**src/rtl/fwd_hazard_unit.sv**
```systemverilog
// Operand forwarding (EX and ID-branch) and counter-based stall FSM for a 5-stage pipeline.
// Optional stall_cycles counter: define HAZ_STALL_CNT_EN.
module fwd_hazard_unit #(
    parameter int ADDR_W   = 5,
    parameter int NUM_SRC  = 2,
    parameter int LOAD_LAT = 1,
    parameter int CNT_W    = $clog2(LOAD_LAT + 2)
) (
    input  logic                        clk,
    input  logic                        rst,
    input  logic [NUM_SRC*ADDR_W-1:0]   id_src,
    input  logic [NUM_SRC-1:0]          id_src_vld,
    input  logic                        id_is_branch,
    input  logic [NUM_SRC*ADDR_W-1:0]   ex_src,
    input  logic [ADDR_W-1:0]           ex_rd,
    input  logic                        ex_regwrite,
    input  logic                        ex_memread,
    input  logic [ADDR_W-1:0]           mem_rd,
    input  logic                        mem_regwrite,
    input  logic                        mem_memread,
    input  logic [ADDR_W-1:0]           wb_rd,
    input  logic                        wb_regwrite,
    input  logic                        mem_stall,
    input  logic                        flush,
    output logic [2*NUM_SRC-1:0]        fwd_ex,
    output logic [2*NUM_SRC-1:0]        fwd_id,
    output logic                        stall,
    output logic [1:0]                  stall_cause,
    output logic                        dbg_state
`ifdef HAZ_STALL_CNT_EN
    ,
    output logic [31:0]                 stall_cycles
`endif
);

    typedef enum logic {IDLE = 1'b0, STALL = 1'b1} state_t;

    localparam logic [CNT_W-1:0] NEED_ONE     = CNT_W'(1);
    localparam logic [CNT_W-1:0] NEED_TWO     = CNT_W'(2);
    localparam logic [CNT_W-1:0] NEED_LOAD    = CNT_W'(LOAD_LAT);
    localparam logic [CNT_W-1:0] NEED_BR_LOAD = CNT_W'(LOAD_LAT + 1);

    state_t            state;
    logic [CNT_W-1:0]  cnt;
    logic [CNT_W-1:0]  need;
    logic [1:0]        cause;
    logic [CNT_W-1:0]  src_need;
    logic [1:0]        src_cause;
    logic [ADDR_W-1:0] ex_s;
    logic [ADDR_W-1:0] id_s;

    always_comb begin
        fwd_ex    = '0;
        fwd_id    = '0;
        need      = '0;
        cause     = 2'b00;
        src_need  = '0;
        src_cause = 2'b00;
        ex_s      = '0;
        id_s      = '0;
        for (int i = 0; i < NUM_SRC; i++) begin
            ex_s = ex_src[i*ADDR_W +: ADDR_W];
            id_s = id_src[i*ADDR_W +: ADDR_W];

            if (mem_regwrite && mem_rd != '0 && mem_rd == ex_s)
                fwd_ex[2*i +: 2] = 2'b01;
            else if (wb_regwrite && wb_rd != '0 && wb_rd == ex_s)
                fwd_ex[2*i +: 2] = 2'b10;

            // A load still in MEM has no data yet, so it cannot feed the ID compare.
            if (id_is_branch && id_src_vld[i]) begin
                if (mem_regwrite && !mem_memread && mem_rd != '0 && mem_rd == id_s)
                    fwd_id[2*i +: 2] = 2'b01;
                else if (wb_regwrite && wb_rd != '0 && wb_rd == id_s)
                    fwd_id[2*i +: 2] = 2'b10;
            end

            src_need  = '0;
            src_cause = 2'b00;
            if (id_src_vld[i] && id_s != '0) begin
                if (id_is_branch && ex_memread && id_s == ex_rd) begin
                    src_need  = NEED_BR_LOAD;
                    src_cause = 2'b11;
                end else if (id_is_branch && ex_regwrite && id_s == ex_rd) begin
                    src_need  = NEED_ONE;
                    src_cause = 2'b10;
                end else if (id_is_branch && mem_memread && id_s == mem_rd) begin
                    src_need  = NEED_ONE;
                    src_cause = 2'b11;
                end else if (!id_is_branch && ex_memread && id_s == ex_rd) begin
                    src_need  = NEED_LOAD;
                    src_cause = 2'b01;
                end
            end

            // Longest hazard wins; on equal length a load cause is reported.
            if (src_need > need) begin
                need  = src_need;
                cause = src_cause;
            end else if (src_need == need && src_need != '0 && src_cause == 2'b11) begin
                cause = src_cause;
            end
        end

        if (!rst) begin
            fwd_ex = '0;
            fwd_id = '0;
        end
    end

    always_comb begin
        if (!rst || flush)
            stall = 1'b0;
        else if (state == STALL)
            stall = 1'b1;
        else
            stall = (need != '0);
    end

    assign dbg_state = (state == STALL);

    always_ff @(posedge clk or negedge rst) begin
        if (!rst) begin
            state       <= IDLE;
            cnt         <= '0;
            stall_cause <= 2'b00;
        end else if (flush) begin
            state       <= IDLE;
            cnt         <= '0;
            stall_cause <= 2'b00;
        end else if (!mem_stall) begin
            case (state)
                IDLE: begin
                    stall_cause <= (need != '0) ? cause : 2'b00;
                    if (need >= NEED_TWO) begin
                        state <= STALL;
                        cnt   <= need - NEED_ONE;
                    end
                end
                STALL: begin
                    if (cnt == NEED_ONE) begin
                        state <= IDLE;
                        cnt   <= '0;
                    end else begin
                        cnt <= cnt - NEED_ONE;
                    end
                end
                default: begin
                    state <= IDLE;
                    cnt   <= '0;
                end
            endcase
        end
    end

`ifdef HAZ_STALL_CNT_EN
    always_ff @(posedge clk or negedge rst) begin
        if (!rst)
            stall_cycles <= '0;
        else if (stall && stall_cycles != 32'hFFFF_FFFF)
            stall_cycles <= stall_cycles + 32'd1;
    end
`endif

endmodule

```
**config.mk**
```make
export PLATFORM = sky130hd
export DESIGN_NAME = fwd_hazard_unit
export DESIGN_NICKNAME = d
export VERILOG_FILES = /design/src/rtl/fwd_hazard_unit.sv
export SDC_FILE = /design/constraint.sdc
export NUM_CORES = 1
export LEC_CHECK = 0
export ABC_CLOCK_PERIOD_IN_PS = 7000
export BUFFER_PORTS_ARGS = -buffer_cell sky130_fd_sc_hd__buf_2
export CAP_MARGIN = 20
export CORE_ASPECT_RATIO = 0.5
export CORE_MARGIN = 5
export CORE_UTILIZATION = 44
export DETAILED_ROUTE_END_ITERATION = 12
export HOLD_SLACK_MARGIN = 0.15
export PLACE_DENSITY = 0.75
export SYNTH_ARGS = -nofsm -noshare
export SYNTH_HDL_FRONTEND = slang
export SYNTH_SLANG_ARGS = --single-unit
```
**constraint.sdc**
```tcl
create_clock -name clk -period 7 [get_ports clk]
set_input_delay 0.7 -clock clk [delete_from_list [all_inputs] [get_ports clk]]
set_output_delay 0.7 -clock clk [all_outputs]
set_load 0.01 [all_outputs]
```
==> results.sh, run 1 <==
export IMPL_drt_iter0_drc=57
export IMPL_tightest_slew_ps=592
export IMPL_cts_tree="built"
export IMPL_die_w_um=88.0
export IMPL_peakVddDrop_mv=0.0654
export IMPL_finalHoldViolations=0
export IMPL_final_util=0.564
export IMPL_cellPowerDensity_nw_per_um2=93.3
export IMPL_yosys_area_share_simple=0.307
export IMPL_setup_viol_count_final=0
export IMPL_critical_path_max_stage_delay_ps=550
export IMPL_vias=1527
export IMPL_viasPerCell=5.61
export IMPL_crit_path_cell_trace="buf_2, or4_1, o21ai_0, nor2_1, ha_1, and2b_2, o21ai_0, nand4_1, o31a_1, ha_1, nor2b_1, nor3b_1, buf_2"
export IMPL_endpoint_kind="output port"
export IMPL_status="complete, no violations"
export IMPL_skew_ps=2.62
export IMPL_cap_violations=0
export IMPL_finalCritPeriodShare=0.651
export IMPL_ant_nets=0
export IMPL_yosys_area_top_type="xor2_1"
export IMPL_synthMuxAreaShare=0.00748
export IMPL_fin_nets=284
export IMPL_antenna_found_initial=0
export IMPL_rrSetupSlack_ps=5660
export IMPL_drc_errors=0
export IMPL_critPathMaxFanout=5
export IMPL_post_cts_buffers=0
export IMPL_worst_setup_path_start_kind="input port"
export IMPL_synth_ff_type="dfrtp_1"
export IMPL_final_max_slew_viol_count=0
export IMPL_antenna_cells=0
export IMPL_numCtsBuffers=3
export IMPL_worstSetupPathType="input port to output port"
export IMPL_worstPathArrival_ps=3860
export IMPL_grt_max_degree=13
export IMPL_synth_xor_area_frac=0.327
export IMPL_synth_area_leaders="xor2_1 (21%), xnor2_1 (12%), dfrtp_1 (9.3%)"
export IMPL_gp_congestion=0.920
export IMPL_rows=14
export IMPL_relSlewSlack=0.602
export IMPL_fmax_ghz=0.220
export IMPL_synth_edf_count=0
export IMPL_syn_nets=233
export IMPL_grt_pass1_vias=1371
export IMPL_fin_tns_setup_ps=0
export IMPL_synthCells=182
export IMPL_cts_root_buffer_cell="clkbuf_8"
export IMPL_crit_family="simple AND/OR/NAND/NOR gates"
export IMPL_cts_sinks=5
export IMPL_ys_warn_count=0
export IMPL_synth_top_family_by_area="XOR/XNOR gates"
export IMPL_synth_compound_area_frac=0.179
export IMPL_ys_seq_area_frac=0.0935
export IMPL_pin_count=59
export IMPL_p_leak_uw=0.000690
export IMPL_routed_wl_um=3850
export IMPL_fp_dieArea_um2=4310
export IMPL_final_cell_mix="buf_2 (58), xor2_1 (32), xnor2_1 (18)"
export IMPL_grt_pass1_wl_um=6190
export IMPL_hold_class="input port to async pin"
export IMPL_area_delta_synth_final_pct=24.8
export IMPL_cts_resized=0
export IMPL_hpwl_um=3340
export IMPL_detail_route_first_pass_iterations=4
export IMPL_drive_above_1_share=0.306
export IMPL_clock_latency_ps=220
export IMPL_cp_buffers_inverters=2
export IMPL_core_area_um2=2960
export IMPL_cp_slowest_cell="or4_1"
export IMPL_htree_levels=1
export IMPL_synth_fa_ha_area_frac=0.0374
export IMPL_ctsHoldBuffers=0
export IMPL_initial_core_util=0.452
export IMPL_grt_total_usage=0.175
export IMPL_wl_per_cell_um=14.2
export IMPL_io_buffer_count=58
export IMPL_postSynthAreaPerCell_um2=7.36
export IMPL_ys_types=47
export IMPL_synth_seq_cells=5
export IMPL_layout_commonest_cell="buf_2"
export IMPL_post_route_min_period_ps=4560
export IMPL_netlist_area_leader_share=0.209
export IMPL_max_clock_path_buffers=2
export IMPL_synthArstFlopShare=1.00
export IMPL_clk_pin_slew_ps=40
export IMPL_rsz0062_at_grt="false"
export IMPL_die_h_um=49.0
export IMPL_cp_data_required_time_ps=6300
export IMPL_syn_cell_area_um2=1340
export IMPL_grt_overflow=0
==> cell families (layout without fill, tap and decap cells) <==
family / count (synthesis) / in the layout
AOI/OAI and AO/OA: 33 / 33
DFF: 5 / 5
buffers and inverters: 15 / 65
and+or+nand+nor: 74 / 74
adders and majority gates: 4 / 4
xor gates and xnor gates: 50 / 50
muxes: 1 / 1
==> worst paths after layout <==
path                                start             end  cells after the start
max                             id_src[6]           stall                     13
min in group clk           stall_cause[0]  stall_cause[0]                      1
max reg2reg                     dbg_state          cnt[0]                      4
max in group asynchronous             rst          cnt[0]                      1
min                                   rst       dbg_state                      1
min reg2reg                stall_cause[0]  stall_cause[0]                      1
==> Yosys cell counts (3+ instances only) <==
cell type and number:
nor2_1 10, nor3_1 11, inv_1 3, nor4_1 7
nand2_1 10, nand3_1 14, clkbuf_1 10, dfrtp_1 5
o21ai_0 7, nand4_1 4, xor2_1 32, xnor2_1 18
a21oi_1 4, or4_1 4, ha_1 4
==> per-stage QoR <==
step                      total power [uW]  worst slack, ps  hold WS (ps)  area, um^2  cells
after floorplan                       74.4             2930           404        1340    182
after global placement                 102             2590           475        1630    268
after detailed placement               103             2480           491        1630    268
after CTS                              157             2460           346        1670    272
after global routing                   166             2240           362        1670    272
final                                  156             2440           345        1670    272
==> where the power goes <==
group,internal (uW),leakage [uW],switching [uW],total (uW)
clock network,39.1,0.0000228,13.9,52.9
registers,29.2,0.0000699,0.0864,29.3
logic,31.8,0.000598,41.8,73.6
==> worst register-to-register path: cells and delay by family, from the launching register on <==
| family | cells | cell delay [ps] |
|---|---|---|
| AO/OA/AOI/OAI | 3 | 670 |
| AND/OR/NAND/NOR | 1 | 90 |
| flip-flops | 1 | 480 |
==> routing by layer <==
layer	track usage	wire length (um)
met1	0.241	1670
met2	0.291	1870
met3	0.0236	291
met4	0.0352	16
met5	0	0
==> cell type report <==
| class | instances | area (um^2) |
|---|---|---|
| Fill cell | 292 | 1290 |
| Clock buffer | 4 | 45.0 |
| Sequential cell | 5 | 125 |
| Multi-Input combinational cell | 162 | 1150 |
| Timing Repair Buffer | 58 | 290 |
| Tap cell | 40 | 50.0 |
| Inverter | 3 | 11.3 |
==> sequential cells by signal (all words and copies together) (netlist names) <==
signal       flops
dbg_state        1
cnt              2
stall_cause      2
Power figures use the tool's default switching activity.
==> run 2: changes to the inputs <==
Settings changed: ABC_AREA set to 1, ABC_CLOCK_PERIOD_IN_PS 7000 to 4200, PLACE_DENSITY 0.75 to 0.73.
Clock period 7 ns to 4.2 ns, I/O delays scaled along.
==> run 2 against run 1 <==
Compared with the run above:
- synthesized cell count rose by 56%
- largest cell class unchanged
- clock skew barely moved
- first-iteration DRC count rose by 30%
==> results.sh, run 2 <==
export IMPL_status="complete, no violations"
export IMPL_drc_errors=0
export IMPL_ant_nets=0
export IMPL_syn_cell_area_um2=1520
export IMPL_syn_nets=335
export IMPL_drive_above_1_share=0.241
export IMPL_viasPerCell=5.00
export IMPL_peakVddDrop_mv=0.0745
export IMPL_postSynthAreaPerCell_um2=5.34
export IMPL_antenna_found_initial=0
export IMPL_cp_data_required_time_ps=3780
export IMPL_post_route_min_period_ps=3330
export IMPL_fmax_ghz=0.301
export IMPL_p_leak_uw=0.00114
export IMPL_ys_seq_area_frac=0.0826
export IMPL_fin_tns_setup_ps=0
export IMPL_cts_sinks=5
export IMPL_worst_setup_path_start_kind="input port"
export IMPL_max_clock_path_buffers=2
export IMPL_synth_area_leaders="nand2_1 (25%), inv_1 (12%), dfrtp_1 (8.3%)"
export IMPL_r2r_start="dbg_state"
export IMPL_synth_seq_cells=5
export IMPL_fin_nets=396
export IMPL_grt_max_degree=9
export IMPL_fp_dieArea_um2=4790
export IMPL_antenna_cells=0
export IMPL_multiInputGateArea_um2=1180
export IMPL_clock_latency_ps=220
export IMPL_skew_ps=2.69
export IMPL_hold_path_end="dbg_state"
export IMPL_grt_pass1_vias=1786
export IMPL_yosys_area_top_type="nand2_1"
export IMPL_worstSetupPathType="input port to output port"
export IMPL_core_area_um2=3380
export IMPL_critPathMaxFanout=4
export IMPL_initial_core_util=0.449
export IMPL_hold_depth=3
export IMPL_synthArstFlopShare=1.00
export IMPL_rrSetupSlack_ps=3050
export IMPL_grt_overflow=0
export IMPL_ys_types=33
export IMPL_pin_count=59
export IMPL_finalCritPeriodShare=0.792
export IMPL_preCtsSetupSlack_ps=886
export IMPL_critPathLaunch="id_src[3]"
export IMPL_gp_congestion=0.898
export IMPL_timing_final_ws_setup_ps=874
export IMPL_drt_iter0_drc=74
export IMPL_layout_commonest_cell="nand2_1"
export IMPL_min_from="mem_stall"
export IMPL_hold_class="input port to flop"
export IMPL_cts_root_buffer_cell="clkbuf_8"
export IMPL_synth_edf_count=0
export IMPL_rows=15
export IMPL_placedInstanceArea_um2=1840
export IMPL_total_power_uw=286
export IMPL_hpwl_um=3970
export IMPL_die_h_um=51.5
export IMPL_cellPowerDensity_nw_per_um2=151
export IMPL_synth_ff_type="dfrtp_1"
export IMPL_clk_pin_slew_ps=40
export IMPL_cts_tree="built"
export IMPL_detail_route_first_pass_iterations=4
export IMPL_cap_violations=0
export IMPL_grt_pass1_wl_um=7640
export IMPL_r2r_end="stall_cause[0]"
export IMPL_relSlewSlack=0.776
export IMPL_netlist_area_leader_share=0.245
export IMPL_die_w_um=93.0
export IMPL_final_max_slew_viol_count=0
export IMPL_cts_resized=0
export IMPL_wl_per_cell_um=11.6
export IMPL_finalHoldViolations=0
export IMPL_tightest_slew_ps=333
export IMPL_numCtsBuffers=3
export IMPL_area_delta_synth_final_pct=25.4
export IMPL_seq_area_um2=125
export IMPL_r2r_cells=5
export IMPL_grt_total_usage=0.195
export IMPL_rsz0062_at_grt="false"
export IMPL_final_cell_mix="nand2_1 (99), buf_2 (58), inv_1 (48)"
export IMPL_fillers=362
export IMPL_final_area_um2=1900
export IMPL_routed_wl_um=4500
export IMPL_ys_warn_count=0
export IMPL_synth_top_cells_by_count="nand2_1 (99), inv_1 (48), nand3_1 (21)"
export IMPL_vias=1930
export IMPL_synthCells=284
export IMPL_htree_levels=1
export IMPL_worstPathArrival_ps=2910
export IMPL_endpoint_kind="output port"
export IMPL_yosysMostFrequentCell="nand2_1"
export IMPL_setup_viol_count_final=0
export IMPL_io_buffer_count=58
## run 2: cell types whose count changed after synthesis, sizes merged, moves of 7 or more
cell    previous run  this run
nor2              10        22
nand3             14        24
xor2              32         6
nor3              12         5
inv                3        53
nand2             10       105
clkbuf            10         2
## run 2: critical path, cell delays in order
cell and delay, ps:
buf_2 130, inv_2 70, nand2_1 50, nand2_1 90, inv_1 50, nand2_2 80
nor2_4 50, a21oi_1 240, inv_1 70, a31oi_1 150, ha_1 250, nand2_1 60
inv_1 40, a21oi_1 260, nand3_1 140, and2_1 180, ha_1 210, a211oi_1 210
buf_2 160
## run 2: cell type report
cell class / instances / area share
multi-input cells: 223 / 0.620
inverters: 53 / 0.105
flip-flops and latches: 5 / 0.0659
well taps: 42 / 0.0277
repair buffers: 59 / 0.158
clock buffers: 4 / 0.0237
## run 2: through the flow
stage / std cells / util / hold slack, ps
after CTS: 386 / 0.562 / 475
after global placement: 381 / 0.546 / 266
final: 386 / 0.562 / 475
after global routing: 386 / 0.562 / 502
after detailed placement: 381 / 0.546 / 267
after floorplan: 284 / - / 124
## run 2: report_power, final
group | total, uW | switching, uW | leakage (uW) | internal (uW)
logic | 144 | 87.9 | 0.00105 | 56.5
clock network | 90.5 | 25.2 | 0.0000228 | 65.3
registers | 51.3 | 1.23 | 0.0000695 | 50.1
total | 286 | 114 | 0.00114 | 172
## run 2: logic make-up after synthesis
| logic type | after synthesis | synth area share |
|---|---|---|
| and+or+nand+nor | 176 | 0.536 |
| adders and majority gates | 4 | 0.0330 |
| buffers and inverters | 56 | 0.140 |
| DFF | 5 | 0.0826 |
| AOI/OAI and AO/OA | 24 | 0.0983 |
| xor gates and xnor gates | 19 | 0.110 |
## run 2: how the worst max path moves through the flow
stage	endpoint	slack (ps)	cells after the start
floorplan	stall	1190	15
global placement	stall	910	16
detailed placement	stall	890	16
CTS	stall	880	16
global route	stall	490	20
finish	stall	870	19
## run 2: repair_timing
action	in CTS	in global routing
hold endpoints to repair	5	0
hold buffers	1	0
setup buffers	0	0
## run 2: per-layer routing
layer  up-vias  global-route usage  share of wire
li1       1025                   -              -
met1       846               0.249           0.45
met2        55               0.364           0.48
met3         4              0.0217          0.065
met4         0              0.0365         0.0060
met5         -                   0              0
